### config.mk
export PLATFORM = sky130hd
export DESIGN_NAME = fb_capture_ctrl_flat
export DESIGN_NICKNAME = d
export VERILOG_FILES = /design/src/rtl/fb_pkg.sv /design/src/rtl/fb_capture_ctrl_if.sv /design/src/rtl/fb_addr_gen.sv /design/src/rtl/fb_capture_ctrl.sv /design/src/flat_wrapper.sv
export SDC_FILE = /design/constraint.sdc
export NUM_CORES = 1
export LEC_CHECK = 0
export BUFFER_PORTS_ARGS = -buffer_cell sky130_fd_sc_hd__buf_4
export CORE_AREA = 2 2 86 88
export CTS_CLUSTER_DIAMETER = 200
export CTS_CLUSTER_SIZE = 24
export DETAILED_ROUTE_END_ITERATION = 10
export DIE_AREA = 0 0 88 90
export MAX_ROUTING_LAYER = met4
export PLACE_DENSITY_LB_ADDON = 0.1
export SLEW_MARGIN = 20
export SYNTH_ARGS = -nofsm -noshare
export SYNTH_HDL_FRONTEND = slang
export SYNTH_SLANG_ARGS = --single-unit
### constraint.sdc
create_clock -name clk -period 2.45 [get_ports clk]
set_clock_uncertainty 0.2 [all_clocks]
set_input_delay 0.3675 -clock clk [delete_from_list [all_inputs] [get_ports clk]]
set_output_delay 0.3675 -clock clk [all_outputs]
set_load 0.005 [all_outputs]
### src/rtl/fb_pkg.sv
// Shared constants and types for the frame-buffer capture path.
package fb_pkg;

  localparam int FB_WIDTH  = 320;
  localparam int FB_HEIGHT = 240;
  localparam int FB_DEPTH  = FB_WIDTH * FB_HEIGHT;
  localparam int FB_ADDR_W = 17;

  typedef enum logic [1:0] {
    IDLE,
    ARMED,
    CAPTURE
  } cap_state_t;

endpackage

### src/rtl/fb_capture_ctrl_if.sv
// Frame-buffer write port: the capture controller drives, the buffer receives.
interface fb_capture_ctrl_if
  import fb_pkg::*;
#(
  parameter int ADDR_W = FB_ADDR_W
);
  logic              wr_en;
  logic [ADDR_W-1:0] wr_addr;
  logic [7:0]        wr_data;

  modport master (output wr_en, wr_addr, wr_data);
  modport slave  (input  wr_en, wr_addr, wr_data);
endinterface

### src/rtl/fb_addr_gen.sv
// Row/column/line-base counters; address is line_base + col, so no multiplier.
module fb_addr_gen
  import fb_pkg::*;
#(
  parameter int WIDTH  = FB_WIDTH,
  parameter int HEIGHT = FB_HEIGHT,
  parameter int ADDR_W = FB_ADDR_W
) (
  input  logic              clk,
  input  logic              rst,
  input  logic              clear,
  input  logic              pix_inc,
  input  logic              line_inc,
  output logic [ADDR_W-1:0] addr,
  output logic              col_full,
  output logic              col_last,
  output logic              last_row
);
  localparam int COL_W = $clog2(WIDTH + 1);
  localparam int ROW_W = $clog2(HEIGHT + 1);

  logic [COL_W-1:0]  col;
  logic [ROW_W-1:0]  row;
  logic [ADDR_W-1:0] line_base;

  // line advance takes priority over a same-cycle pixel: the pixel was
  // already written at the old column, so the column simply restarts
  always_ff @(posedge clk) begin
    if (rst || clear) begin
      col       <= '0;
      row       <= '0;
      line_base <= '0;
    end else if (line_inc) begin
      col       <= '0;
      row       <= row + 1'b1;
      line_base <= line_base + ADDR_W'(WIDTH);
    end else if (pix_inc) begin
      col <= col + 1'b1;
    end
  end

  assign addr     = line_base + ADDR_W'(col);
  assign col_full = (col == COL_W'(WIDTH));
  assign col_last = (col == COL_W'(WIDTH - 1));
  assign last_row = (row == ROW_W'(HEIGHT - 1));

endmodule

### src/rtl/fb_capture_ctrl.sv
// Write-side sequencer: camera pixel stream -> frame-buffer write strobes.
//
// state   | meaning
// IDLE    | not capturing, waiting for arm
// ARMED   | waiting for frame_start
// CAPTURE | writing pixels of the current frame
module fb_capture_ctrl
  import fb_pkg::*;
#(
  parameter int WIDTH  = FB_WIDTH,
  parameter int HEIGHT = FB_HEIGHT,
  parameter int ADDR_W = FB_ADDR_W
) (
  input  logic              clk,
  input  logic              rst,
  input  logic              arm,
  input  logic              continuous,
  input  logic              clr_err,
  input  logic              frame_start,
  input  logic              line_end,
  input  logic              pix_valid,
  input  logic [7:0]        pix_data,
  fb_capture_ctrl_if.master wr,
  output logic              busy,
  output logic              frame_done,
  output logic              err_short_frame,
  output logic              err_long_line,
  output logic              err_short_line
);
  cap_state_t        state_q, state_d;
  logic              clear, pix_inc, line_inc;
  logic              wr_fire, done_d;
  logic              ev_short_frame, ev_long_line, ev_short_line;
  logic [ADDR_W-1:0] addr;
  logic              col_full, col_last, last_row;

  fb_addr_gen #(
    .WIDTH (WIDTH),
    .HEIGHT(HEIGHT),
    .ADDR_W(ADDR_W)
  ) u_addr_gen (
    .clk     (clk),
    .rst     (rst),
    .clear   (clear),
    .pix_inc (pix_inc),
    .line_inc(line_inc),
    .addr    (addr),
    .col_full(col_full),
    .col_last(col_last),
    .last_row(last_row)
  );

  // state register
  always_ff @(posedge clk) begin
    if (rst) state_q <= IDLE;
    else     state_q <= state_d;
  end

  // next state, counter controls and error events
  always_comb begin
    state_d        = state_q;
    clear          = 1'b0;
    pix_inc        = 1'b0;
    line_inc       = 1'b0;
    wr_fire        = 1'b0;
    done_d         = 1'b0;
    ev_short_frame = 1'b0;
    ev_long_line   = 1'b0;
    ev_short_line  = 1'b0;
    case (state_q)
      IDLE: begin
        if (arm) state_d = ARMED;
      end
      ARMED: begin
        if (frame_start) begin
          state_d = CAPTURE;
          clear   = 1'b1;
        end
      end
      CAPTURE: begin
        if (frame_start) begin
          // restart wins over any pixel or line_end in the same cycle
          ev_short_frame = 1'b1;
          clear          = 1'b1;
        end else begin
          if (pix_valid) begin
            if (!col_full) begin
              wr_fire = 1'b1;
              pix_inc = 1'b1;
            end else begin
              ev_long_line = 1'b1;
            end
          end
          if (line_end) begin
            // a pixel arriving with line_end counts towards the line length
            ev_short_line = !col_full && !(wr_fire && col_last);
            line_inc      = 1'b1;
            if (last_row) begin
              done_d  = 1'b1;
              state_d = continuous ? ARMED : IDLE;
            end
          end
        end
      end
      default: state_d = IDLE;
    endcase
  end

  // registered write port and frame-done pulse; address/data hold between writes
  always_ff @(posedge clk) begin
    if (rst) begin
      wr.wr_en   <= 1'b0;
      wr.wr_addr <= '0;
      wr.wr_data <= '0;
      frame_done <= 1'b0;
    end else begin
      wr.wr_en   <= wr_fire;
      frame_done <= done_d;
      if (wr_fire) begin
        wr.wr_addr <= addr;
        wr.wr_data <= pix_data;
      end
    end
  end

  // sticky error flags; a new event beats a same-cycle clear
  always_ff @(posedge clk) begin
    if (rst) begin
      err_short_frame <= 1'b0;
      err_long_line   <= 1'b0;
      err_short_line  <= 1'b0;
    end else begin
      err_short_frame <= (err_short_frame & ~clr_err) | ev_short_frame;
      err_long_line   <= (err_long_line   & ~clr_err) | ev_long_line;
      err_short_line  <= (err_short_line  & ~clr_err) | ev_short_line;
    end
  end

  assign busy = (state_q != IDLE);

endmodule

### src/flat_wrapper.sv
// flat-port wrapper written by rule: the top's interface ports become plain ports
module fb_capture_ctrl_flat import fb_pkg::*;
#(
  parameter int WIDTH  = FB_WIDTH,
  parameter int HEIGHT = FB_HEIGHT,
  parameter int ADDR_W = FB_ADDR_W
)
  (clk, rst, arm, continuous, clr_err, frame_start, line_end, pix_valid, pix_data, busy, frame_done, err_short_frame, err_long_line, err_short_line, wr_wr_en, wr_wr_addr, wr_wr_data);
  fb_capture_ctrl_if #(.ADDR_W(ADDR_W)) wr_i ();
  input  logic clk;
  input  logic rst;
  input  logic arm;
  input  logic continuous;
  input  logic clr_err;
  input  logic frame_start;
  input  logic line_end;
  input  logic pix_valid;
  input  logic [7:0] pix_data;
  output logic busy;
  output logic frame_done;
  output logic err_short_frame;
  output logic err_long_line;
  output logic err_short_line;
  output wire logic [$bits(wr_i.wr_en)-1:0] wr_wr_en;
  output wire logic [$bits(wr_i.wr_addr)-1:0] wr_wr_addr;
  output wire logic [$bits(wr_i.wr_data)-1:0] wr_wr_data;
  assign wr_wr_en = wr_i.wr_en;
  assign wr_wr_addr = wr_i.wr_addr;
  assign wr_wr_data = wr_i.wr_data;
  fb_capture_ctrl #(.WIDTH(WIDTH), .HEIGHT(HEIGHT), .ADDR_W(ADDR_W)) u_core (.clk(clk), .rst(rst), .arm(arm), .continuous(continuous), .clr_err(clr_err), .frame_start(frame_start), .line_end(line_end), .pix_valid(pix_valid), .pix_data(pix_data), .wr(wr_i), .busy(busy), .frame_done(frame_done), .err_short_frame(err_short_frame), .err_long_line(err_long_line), .err_short_line(err_short_line));
endmodule
==> impl_results.md, run 1 <==
- CP peak stage delay: between 0.4 and 0.5 ns
- Layout Area Growth over Synthesis: 22.2%
- Detailed Route Iter0 Violations: 94
- Via count: about 2,200
- Pins Over Slew Limit: 0
- Vias per cell: roughly 4.8
- Die area: ~8000 sq um
- Largest delay share family, worst path: adder cells
- Post-CTS setup buffers: 0
- Routed len/inst: ~13 um
- Area contributors post-synth: dfxtp_1 (44%), xnor2_1 (7.3%), nor2_1 (6.4%)
- Most frequent cells in the layout: dfxtp_1 (60), buf_4 (50), nor2_1 (47)
- Total CTS buffers: 9
- Placer Congestion: approximately 0.8
- Commonest non-fill, non-tap cell in the layout: dfxtp_1
- Yosys reg bits: 60
- P_sw: 0.000563 W
- Largest net degree at the start of global routing: 34
- Ys flop type: dfxtp_1
- Final hold violation count: 0
- Crit path cell chain: ha_1 > fa_1 > a21oi_1 > nor3_1 > xnor2_1 > a211oi_1
- Ys async rst share: 0%
- Slowest CP cell: fa_1
- Crit start category: flop
- Reg2Reg Depth: 6
- Setup TNS: 0 ns
- Clock Latency Late Sink: around 0.33 ns
- Clock share of power: between 30 and 40%
- Power, Total: between 0.002 and 0.0025 W
- Cell Pwr Density: roughly 630 nW/um^2
- Smallest hold slack: between 0.07 and 0.08 ns
- Syn nets: ~330
- Minimum clock period after layout: 2.06 ns
- Leakage Power: around 1.3 nW
- Gate Count Post-Synth: approximately 300
- Root Buffer: clkbuf_8
- RSZ-0062 raised after global routing: no
- Setup violators final: 0
- Residual DRC: 0
- Fillers: 712
- WL final: ~6000 um
- Syn avg cell area: about 9.1 sq um
- Hold Path Stages: 3
- CP Depth: 6
- Synthesis Warnings: 0
- Sequential share of power: ~49%
- Nets@finish: around 380
- Gr ovfl total: 0
- Detail Placement HPWL: 4260 um
- Synth Cell Area: ~2800 sq um
- Worst-path clk slew: roughly 0.06 ns
- Logic pwr share: 15.3%
- Die height: roughly 90 um
- Critical path required time: 2.49 ns
- Max Freq: about 0.48 GHz
- CP Buf/Inv Count: 0
- Worst setup path class: reg -> reg
- Internal power: between 0.0015 and 0.002 W
- First-pass GRT wire length: 10,200 um
- TritonRoute pass-1 iters: 6
- Vias in the first global route: 2,109
- Actual slew at the worst max-slew pin: 0.547 ns
- CTS tree: yes
- Placed cell areas: about 3200 sq um
- Initial antenna violation count: 0
- Worst-path maximum fanout: 5
- Ratio of cells with drive above 1 in the final layout: ~20%
- Netlist cell types: 44
- Hold Crit Class: in -> reg
- Sw Share: between 20% and 30%
- Post-route ant nets: 0
- Synth area leader: dfxtp_1
- Hold Buf Count CTS: 0
- Core Area: around 7000 sq um
- I/O Buffers: 46
- Slew HR: approximately 63%
- Worst setup EP type: flop
- Final Cell Area: approximately 3400 sq um
- I/O Pins: 47
- ANT cells: 0
- Resized cells post-CTS: 0
- Seq/Total Area, Yosys: 43.7%
- Finished Layout Cells: 451
- CTS Buffer Depth: 2
- X dimension of the die: ~90 um
- Crit path DAT: 2.11 ns
- EDFF count, synth: 0
- Top-area cell type share of the netlist area: around 44%
- CTS H-tree depth: 3
- CTS sink cnt: 60
- Placed Cells incl. Taps: approximately 440
- FP Rows: 31
- Max_cap viols: 0
- Total GRT Usage: ~17%
- Max IR drop VDD: 344 uV
- Status: complete, no violations
- Initial Util: 39.2%
- Fin crit share: 84.2%
sequential cells by signal, summed over array words and instances (netlist names):
name,flops
u_core.state_q,2
u_core.err_short_frame,1
u_core.wr.wr_data,8
u_core.err_long_line,1
u_core.u_addr_gen.row,8
u_core.u_addr_gen.line_base,11
u_core.err_short_line,1
u_core.wr.wr_en,1
u_core.frame_done,1
u_core.wr.wr_addr,17
u_core.u_addr_gen.col,9
per-layer routing:
metal,routed length (um),track usage (%),vias to the layer above,part of all wire [%]
li1,-,-,1138,-
met1,3100,23.6,1012,52
met2,2620,23.0,28,44
met3,156,3.31,8,2.6
met4,85,7.69,0,1.4
met5,0,-,-,0
cells in the mapped netlist, types with 2 or more instances:
library cell  number
dfxtp_1           60
nor2_1            47
xnor2_1           23
nand2_1           22
a21oi_1           18
mux2i_1           14
nor3_1            12
ha_1              11
clkbuf_1           9
inv_1              9
o21ai_0            9
xor2_1             7
nand3_1            6
nand4_1            5
nor4_1             5
a211oi_1           4
nand4b_1           3
or3_1              3
and3b_1            2
and4b_1            2
buf_2              2
buf_6              2
clkbuf_2           2
nand3b_1           2
nor2b_1            2
nor3b_1            2
tightest hold or removal path, stage by stage:
cell and delay (ns):
buf_4 0.08, mux2i_1 0.05, nor2_1 0.07
cell type report:
cell class	instances	area, sq um	area share (%)
Multi-Input combinational cell	217	1440	42.8
Sequential cell	60	1200	35.7
Timing Repair Buffer	51	395	11.8
Clock buffer	13	159	4.73
Tap cell	99	124	3.68
Inverter	9	33.8	1.00
Clock inverter	2	10.0	0.298
final timing paths:
path | endpoint | from | slack (ns)
worst min-delay path | u_core.wr.wr_data[6] | pix_data[6] | 0.07
worst max-delay path | u_core.wr.wr_addr[14] | u_core.u_addr_gen.col[6] | 0.39
worst max register to register | u_core.wr.wr_addr[14] | u_core.u_addr_gen.col[6] | 0.39
worst min register to register | u_core.wr.wr_addr[9] | u_core.wr.wr_addr[9] | 0.26
power groups by stage:
stage / Combinational (W) / Sequential (W) / Clock, W
floorplan: 0.000201 / 0.00105 / 0
global placement: 0.000325 / 0.00105 / 0
detailed placement: 0.000327 / 0.00106 / 0
CTS: 0.000328 / 0.00103 / 0.000807
global route: 0.000365 / 0.00104 / 0.000835
finish: 0.000326 / 0.00103 / 0.000773
per-stage QoR:
| step | util, % | setup WS [ns] |
|---|---|---|
| after global routing | 47.9 | 0.230 |
| final | 47.9 | 0.387 |
| after floorplan | - | 0.551 |
| after detailed placement | 45.5 | 0.381 |
| after global placement | 45.5 | 0.433 |
| after CTS | 47.9 | 0.361 |
cells by family after synthesis:
family	after synthesis	synth area share, %
and+or+nand+nor	119	21.8
DFF	60	43.7
AOI/OAI and AO/OA	41	9.74
xor gates and xnor gates	30	9.55
buffers and inverters	24	4.00
muxes	15	5.50
adders and majority gates	12	5.73
No activity file was read; power rests on OpenSTA's default activity.
==> inputs of run 2 (changes only) <==
==> constraint.sdc (replaced) <==
create_clock -name clk -period 1.8 [get_ports clk]
set_clock_uncertainty 0.2 [all_clocks]
set_input_delay 0.27 -clock clk [delete_from_list [all_inputs] [get_ports clk]]
set_output_delay 0.27 -clock clk [all_outputs]
set_load 0.005 [all_outputs]
==> run 2 against run 1 <==
The flow now finishes with violations (negative setup slack). Highest routed layer unchanged. Clock power rose by 98%. Global-route usage rose by 1.0 points. Largest cell class unchanged. Worst setup slack got worse by 0.48 ns. Sequential power rose by 37%. Total power rose by 66%. Critical endpoint is now u_core.state_q[0]. Register-to-register slack got worse by 0.48 ns. Fmax rose by 8.8%. Via count rose by 10%.
==> impl_results.md, run 2 (synthesized netlist as in run 1, its figures left out) <==
- Power, Total: 0.00354 W (+66%)
- Highest Signal Layer: met4
- M1 WL: 3120 um (+0.58%)
- Clock Latency Late Sink: 0.34 ns (about the same)
- Root Buffer: clkbuf_8
- CTS tree: yes
- Worst-path clk slew: 0.07 ns (about the same)
- CP Buf/Inv Count: 0 (unchanged)
- Finished Layout Cells: 502 (+11%)
- Crit path cell chain: ha_4 > nand2_2 > or4_4 > a21oi_4 > mux2_4
- Max Freq: 0.527 GHz (+8.8%)
- Placer Congestion: 0.788 (-3.2%)
- RR Startpoint: u_core.u_addr_gen.row[0]
- Detail Placement HPWL: 4640 um (+8.8%)
- Worst setup path class: reg -> reg
- Total CTS buffers: 9 (unchanged)
- Detailed Route Iter0 Violations: 53 (-44%)
- Final setup margin: -0.0961 ns (-0.483 ns)
- Final hold violation count: 0 (unchanged)
- Hold Path Stages: 4 (+1)
- ANT cells: 0 (unchanged)
- Placed Cells incl. Taps: 466 (+6.9%)
- Slew HR: 62.0% (-1.3 points)
- Area of the multi-input gates: 1620 sq um (+12%)
- Via count: 2,408 (+10%)
- Pre-CTS setup slack: -0.0383 ns (-0.419 ns)
- Setup violators final: 3 (+3)
- CTS H-tree depth: 3 (unchanged)
- Hold Crit Class: in -> reg
- Core Area: 7020 sq um (unchanged)
- Storage cell area: 1210 sq um (+0.73%)
- Ratio of cells with drive above 1 in the final layout: 36.5% (+17 points)
- Reg2Reg Depth: 5 (-1)
- WL final: 6600 um (+11%)
- Slowest CP cell: or4_4
- X dimension of the die: 88 um (unchanged)
- Clock share of power: 43.2% (+7.0 points)
- Worst setup EP type: flop
- CP peak stage delay: 0.56 ns (+0.15 ns)
- Routed wl met3: 203 um (+30%)
- Worst-path maximum fanout: 2 (-3)
- CTS sink cnt: 60 (unchanged)
- I/O Buffers: 46 (unchanged)
- Pins Over Slew Limit: 0 (unchanged)
- Crit start category: flop
- Sequential share of power: 40.0% (-8.5 points)
- CTS Buffer Depth: 2 (unchanged)
- Nets@finish: 426 (+13%)
- Violated checks: negative setup slack
- Actual slew at the worst max-slew pin: 0.569 ns (+0.0216 ns)
- RSZ-0062 raised after global routing: yes
- Fillers: 629 (-12%)
- TritonRoute pass-1 iters: 4 (-2)
- Largest delay share family, worst path: simple AND/OR/NAND/NOR gates
- Leakage Power: 1.63 nW (+29%)
- Max reg flops: 17 (unchanged)
- Hold Path Origin: clr_err
- Most frequent cells in the layout: buf_4 (87), dfxtp_1 (53), nor2_1 (44)
- Top reg by flops: u_core.wr.wr_addr
- Util after Layout: 57.6% (+9.7 points)
- Worst hold endpoint: u_core.err_short_line
- Die area: 7920 sq um (unchanged)
- Initial antenna violation count: 0 (unchanged)
- P_sw: 0.000856 W (+52%)
- Biggest registers after layout: u_core.wr.wr_addr x17, u_core.u_addr_gen.line_base x11, u_core.u_addr_gen.col x9
- Largest net degree at the start of global routing: 27 (-21%)
- Met2 Wirelength: 3180 um (+21%)
- Max_cap viols: 0 (unchanged)
- I/O Pins: 47 (unchanged)
- Reg2reg end: u_core.state_q[0]
- Sw Share: 24.2% (-2.2 points)
- Logic pwr share: 16.8% (+1.5 points)
- Internal power: 0.00268 W (+71%)
- Gr ovfl total: 0 (unchanged)
- Commonest non-fill, non-tap cell in the layout: buf_4
- Total GRT Usage: 17.8% (+1.0 points)
- Status: finished, violations left
- First-pass GRT wire length: 10,700 um (+5.2%)
- Layout Area Growth over Synthesis: 47.0%
- Routed len/inst: 13.1 um (-0.64%)
- Die height: 90 um (unchanged)
- Crit path DAT: 1.92 ns (-0.19 ns)
- Minimum clock period after layout: 1.90 ns (-0.167 ns)
- Residual DRC: 0 (unchanged)
- Vias per cell: 4.80 (-1.0%)
- Vias in the first global route: 2,287 (+8.4%)
- Max IR drop VDD: 443 uV (+29%)
- Initial Util: 39.2% (unchanged)
- Post-route ant nets: 0 (unchanged)
- Cell Pwr Density: 875 nW/um^2 (+38%)
- Setup TNS: -0.146 ns (-0.146 ns)
- Flop2flop setup slack: -0.1 ns (-0.48 ns)
- FP Rows: 31 (unchanged)
- Fin crit share: 105% (+21 points)
- Critical path required time: 1.82 ns (-0.67 ns)
==> run 2: cell types whose count changed in the layout (fill, tap and decap cells not counted), moves of 3 or more <==
cell and change:
nor4_4 +4, buf_6 +5, dlygate4sd3_1 +8, dfxtp_2 +7, a21oi_1 -3, nor2_1 -3, ha_1 -4, bufinv_16 +3
ha_4 +3, buf_4 +37, nor4_1 -5, nor2_2 +3, dfxtp_1 -7
==> run 2: worst max path at each step <==
stage                                         from                    to  slack (ns)  cells after the start
after global placement    u_core.u_addr_gen.row[1]     u_core.state_q[0]       -0.01                      5
after global routing      u_core.u_addr_gen.row[0]     u_core.state_q[0]       -0.12                      5
after floorplan                  u_core.state_q[0]  u_core.wr.wr_data[2]       -0.01                      8
after CTS                 u_core.u_addr_gen.row[1]     u_core.state_q[0]       -0.06                      5
final                     u_core.u_addr_gen.row[0]     u_core.state_q[0]        -0.1                      5
after detailed placement  u_core.u_addr_gen.row[1]     u_core.state_q[0]       -0.04                      5
==> run 2: repair_timing <==
item / in CTS / in global routing
hold endpoints to repair: 8 / 0
setup buffers: 0 / 12
hold buffers: 8 / 0
gates cloned: 0 / 0
endpoints found under the setup margin: 4 / 38
gates resized for setup: 4 / 31
pin swaps: 3 / 14
==> run 2: final cells by class <==
class                      instances  area share (%)
sequential                        60            29.9
tap                               99            3.06
clock buffer                      12            3.84
timing repair buffer             101            20.0
inverter                           9           0.836
clock inverter                     4            2.35
multi-input combinational        217            40.0
==> run 2: stage by stage <==
stage | instance area, sq um | hold WS [ns]
2_1_floorplan | 2800 | 0.217
6_report | 4040 | 0.0905
3_5_place_dp | 3470 | 0.252
5_1_grt | 4040 | 0.115
3_3_place_gp | 3470 | 0.243
4_1_cts | 3810 | 0.0904
==> run 2: layer usage <==
metal | vias to the layer above | track usage (%)
li1 | 1228 | -
met4 | 0 | 7.31
met2 | 30 | 26.9
met5 | - | -
met3 | 8 | 3.40
met1 | 1142 | 23.3
==> run 2: power groups by stage <==
stage,sequential (W),clock [W],combinational [W]
3_3_place_gp,0.00144,0,0.000523
5_1_grt,0.00142,0.00162,0.000652
2_1_floorplan,0.00144,0,0.000315
4_1_cts,0.00141,0.00155,0.000543
6_report,0.00141,0.00153,0.000595
3_5_place_dp,0.00144,0,0.000526
==> run 2: tightest hold or removal path, cell delays in order <==
cell and delay, ns:
buf_4 0.11, inv_1 0.08, a32oi_1 0.06, nor2_1 0.07
